===== config.mk =====
export PLATFORM = sky130hd
export DESIGN_NAME = param_loader
export DESIGN_NICKNAME = d
export VERILOG_FILES = /design/src/rtl/param_loader.sv
export SDC_FILE = /design/constraint.sdc
export NUM_CORES = 2
export LEC_CHECK = 0
export CAP_MARGIN = 15
export CORE_AREA = 2 2 306 308
export DETAILED_ROUTE_END_ITERATION = 10
export DIE_AREA = 0 0 308 310
export DONT_BUFFER_PORTS = 1
export GPL_ROUTABILITY_DRIVEN = 0
export PLACE_DENSITY = 0.71
export SYNTH_ARGS = -nofsm -noshare
export SYNTH_HDL_FRONTEND = slang
export SYNTH_SLANG_ARGS = --single-unit

===== constraint.sdc =====
create_clock -name clk -period 3.1 [get_ports clk]
set_input_delay 0.62 -clock clk [delete_from_list [all_inputs] [get_ports clk]]
set_output_delay 0.62 -clock clk [all_outputs]
set_load 0.01 [all_outputs]

===== src/rtl/param_loader.sv =====
// Byte-serial loader for per-channel amplitude, offset and phase-increment words.
// Frames stage into a shadow bank; a commit header publishes all 48 words at once.
module param_loader #(
    parameter int TIMEOUT = 255
) (
    input  logic         clk,
    input  logic         reset,
    input  logic [7:0]   rx_data,
    input  logic         rx_valid,
    output logic         rx_ready,
    output logic [255:0] amps,
    output logic [255:0] offsets,
    output logic [255:0] phasewords,
    output logic         ack,
    output logic         err,
    output logic         busy
);
    typedef enum logic [1:0] {S_IDLE, S_HI, S_LO, S_WRITE} state_e;
    typedef enum logic [1:0] {
        F_AMP    = 2'b00,
        F_OFFSET = 2'b01,
        F_PHASE  = 2'b10,
        F_COMMIT = 2'b11
    } field_e;

    // The timeout fires on the edge that would bring the idle count to TIMEOUT,
    // so a byte arriving at count TIMEOUT-1 still wins.
    localparam logic [7:0] IDLE_LIMIT = 8'(TIMEOUT - 1);

    state_e      state;
    field_e      field;
    logic [3:0]  channel;
    logic [7:0]  hi_byte;
    logic [7:0]  lo_byte;
    logic [7:0]  idle_cnt;
    logic [15:0] shadow [3][16];
    logic        xfer;
    field_e      hdr_field;

    assign rx_ready  = (state != S_WRITE);
    assign busy      = (state != S_IDLE);
    assign xfer      = rx_valid && rx_ready;
    assign hdr_field = field_e'(rx_data[7:6]);

    // NOTE: all state below uses non-blocking assignments so every register
    // samples the pre-edge values, independent of statement order.
    always_ff @(posedge clk) begin
        if (reset) begin
            state      <= S_IDLE;
            field      <= F_AMP;
            channel    <= '0;
            hi_byte    <= '0;
            lo_byte    <= '0;
            idle_cnt   <= '0;
            ack        <= 1'b0;
            err        <= 1'b0;
            amps       <= '0;
            offsets    <= '0;
            phasewords <= '0;
            // NOTE: the shadow bank is cleared on reset so a commit straight after
            // reset publishes zeros rather than stale staged values.
            for (int f = 0; f < 3; f++) begin
                for (int c = 0; c < 16; c++) begin
                    shadow[f][c] <= '0;
                end
            end
        end else begin
            ack <= 1'b0;
            err <= 1'b0;
            case (state)
                S_IDLE: begin
                    idle_cnt <= '0;
                    if (xfer) begin
                        if (rx_data[5:4] != 2'b00) begin
                            err <= 1'b1;
                        end else if (hdr_field == F_COMMIT) begin
                            ack <= 1'b1;
                            for (int c = 0; c < 16; c++) begin
                                amps[16*c +: 16]       <= shadow[0][c];
                                offsets[16*c +: 16]    <= shadow[1][c];
                                phasewords[16*c +: 16] <= shadow[2][c];
                            end
                        end else begin
                            field   <= hdr_field;
                            channel <= rx_data[3:0];
                            state   <= S_HI;
                        end
                    end
                end
                S_HI, S_LO: begin
                    if (xfer) begin
                        idle_cnt <= '0;
                        if (state == S_HI) begin
                            hi_byte <= rx_data;
                            state   <= S_LO;
                        end else begin
                            lo_byte <= rx_data;
                            ack     <= 1'b1;
                            state   <= S_WRITE;
                        end
                    end else if (idle_cnt >= IDLE_LIMIT) begin
                        idle_cnt <= '0;
                        err      <= 1'b1;
                        state    <= S_IDLE;
                    end else if (idle_cnt != 8'hFF) begin
                        idle_cnt <= idle_cnt + 8'd1;
                    end
                end
                S_WRITE: begin
                    shadow[field][channel] <= {hi_byte, lo_byte};
                    state <= S_IDLE;
                end
                default: state <= S_IDLE;
            endcase
        end
    end
endmodule


==> run summary <==
CP max stage delay: 1.47 ns
FF-to-FF setup slack: 0.32 ns
Max VDD drop: 565 uV
crit path from: reset
CP Class: in2reg
vias in the first global route: 34300
Register Area: 39100 um^2
total power: 41600 uW
LEAKAGE: 0.0202 uW
NumNets Final: 5030
reg2reg start: state[0]
post-synthesis cell type with the largest combined area: edfxtp_1
final number of hold-violating endpoints: 0
Worst Path Required: 3.62 ns
Residual DRC: 0
CTS resizes: 0
crit-path cells: nand2b_1, buf_4
Tightest Pin Transition: 5.11 ns
placed cells: 6045
Initial Util: 58.8%
Critical Path Sink Type: flip-flop
H-tree depth: 4
post-CTS setup buffer count: 0
clock transition at the registers of the reported paths: 0.07 ns
worst setup margin: -1.11 ns
WL per Instance: 25.2 um
DIE AREA: 95500 um^2
Layout area overhead: 11.3%
Data arrival, critical path: 4.74 ns
number of I/O pins: 783
total grt overflow: 0
area occupied by multi-input gates: 13300 um^2
Worst Setup EP: shadow[1][169]
layout cells sized above 1: 8.19%
clock tree buffer depth: 3
Critical Path Stages: 2
Yosys cell types: 50
antenna violations before repair: 5
vias: 36800
failing checks: slew limit, setup timing
Max Cap Viol: 0
Yosys top cell area share: 42.4%
Avg Synthesized Cell Area: 10.8 um^2
number of buffers and inverters on the critical path: 1
Total Wirelength: 160 mm
Detail Route Antenna Nets: 0
Seq/Total Area, Yosys: 71.9%
startpoint types: primary input
unrepaired setup endpoints after global routing: false
total power divided by cell area: 687 nW/um^2
clock sink total: 1570
largest net degree at the start of global routing: 776
Post-Syn Instances: 5060
hold crit path type: in2reg
Slowest cell on crit path: nand2b_1
Post-synth top flop: dfxtp_1
Worst R2R End: shadow[0][161]
Root Buffer: clkbuf_16
global-route usage over all layers: 32.6%
DIE WIDTH: 308 um
flops & latches, synth: 1570
drt via density: 5.80
drt pass-1 iters: 6
worst-case reg-to-reg path depth: 6
final setup TNS: -363.55 ns
Final min period: 4.21 ns
crit path max fanout: 775
post-synthesis async set-or-reset flop share: 0%
final non-filler cell total: 6340
DRT iter0 DRCs: 3708
Slew headroom: -241%
TritonCTS Buffers: 153
worst clock skew: 0.0381 ns
Core Area: 92500 um^2
first-pass GRT wire length: 226 mm
status: complete, but fails checks
Fillers: 7023
Rows: 112
Final setup viols: 597
number of flops mapped to enable cells by yosys: 768
Port Buffers: 0
Final Cycle Share: 136%
CTS hold repair buffers: 9
syn_nets: 5078
top cells by area, synth: edfxtp_1, dfxtp_1, nand2_1
DP Wirelength: 99.2 mm
count of pins over their slew limit: 678
CTS tree: yes
Max Clk Rate: 237 MHz
synthesized area: 54400 um^2
Yosys warning count: 0
largest delay contributor family on the critical path: simple AND/OR/NAND/NOR gates
Die H: 310 um
worst skew pair latency: 0.77 ns
==> synthesized netlist by cell type (all sizes together), types with 2 or more instances <==
| master | count |
|---|---|
| inv | 26 |
| a31o | 4 |
| o32a | 2 |
| a31oi | 3 |
| nand2b | 39 |
| and3 | 5 |
| nor3 | 5 |
| clkbuf | 170 |
| buf | 189 |
| o211ai | 3 |
| nor2b | 16 |
| a21oi | 793 |
| or3 | 4 |
| and4 | 3 |
| nand4b | 2 |
| nand4 | 5 |
| dfxtp | 802 |
| nand3 | 6 |
| nand2 | 1620 |
| o21ai | 4 |
| and3b | 2 |
| nor2 | 548 |
| or4 | 2 |
| nor4b | 2 |
| mux2i | 6 |
| edfxtp | 768 |
| ha | 7 |
| a21o | 11 |
==> cells in the final DEF, fill, tap and decap left out, types with 11 or more instances in the layout <==
master,n
a21o_1,11
a21oi_1,792
buf_12,34
buf_4,113
clkbuf_1,55
clkbuf_16,159
clkbuf_8,20
clkinv_2,20
dfxtp_1,802
edfxtp_1,768
inv_1,25
nand2_1,1594
nand2_2,26
nand2b_1,38
nor2_1,545
nor2b_2,11
==> registers in the layout (all words and copies together), names as in the netlist, 4 cells and up <==
register and flops:
idle_cnt 8, offsets 256, channel 4, amps 256, hi_byte 8, phasewords 256
shadow 768, lo_byte 8
==> cell type report <==
| class | count | area share, % |
|---|---|---|
| sequential | 1570 | 64.6 |
| multi-input combinational | 3105 | 21.9 |
| clock buffer | 234 | 7.36 |
| timing repair buffer | 156 | 2.70 |
| tap | 1197 | 2.47 |
| clock inverter | 51 | 0.828 |
| inverter | 26 | 0.161 |
| antenna | 1 | 0.00413 |
==> report_power, final <==
group / switching [uW] / internal [uW] / leakage (uW) / total, uW
registers: 308 / 22200 / 0.0144 / 22500
logic: 629 / 250 / 0.00342 / 879
clock network: 7740 / 10500 / 0.00242 / 18300
==> through the flow <==
| step | util (%) | area (um^2) | setup WS (ns) | hold slack, ns |
|---|---|---|---|---|
| 2_1_floorplan | - | 54400 | 0.612 | 0.437 |
| 5_1_grt | 65.5 | 60600 | 0.146 | 0.0281 |
| 3_3_place_gp | 60.0 | 55500 | 0.187 | 0.459 |
| 4_1_cts | 65.5 | 60600 | 0.351 | 0.00204 |
| 3_5_place_dp | 60.0 | 55500 | 0.183 | 0.461 |
| 6_report | 65.5 | 60600 | -1.11 | 0.0456 |
==> per-layer routing <==
metal	GRT usage [%]	part of all wire, %
met5	0	0.0081
met4	17.2	5.6
met3	11.1	11
met2	52.7	47
met1	38.7	36
==> cells by family after synthesis <==
logic type | count (synthesis) | synth area share (%)
adder cells (fa/ha/maj) | 7 | 0.161
buffers and inverters | 385 | 3.86
AO/OA/AOI/OAI | 828 | 7.79
AND/OR/NAND/NOR | 2264 | 16.2
flip-flops | 1570 | 71.9
multiplexers | 6 | 0.110
==> worst min path at each step <==
stage | from | endpoint | slack, ns | cells past startpoint
after floorplan | hi_byte[0] | hi_byte[0] | 0.44 | 2
after global placement | hi_byte[6] | hi_byte[6] | 0.46 | 2
after detailed placement | lo_byte[6] | lo_byte[6] | 0.46 | 2
after CTS | rx_data[1] | channel[1] | 0.002 | 2
after global routing | rx_data[1] | lo_byte[1] | 0.03 | 2
final | rx_data[7] | field[1] | 0.05 | 2
No activity file was read; power rests on OpenSTA's default activity.
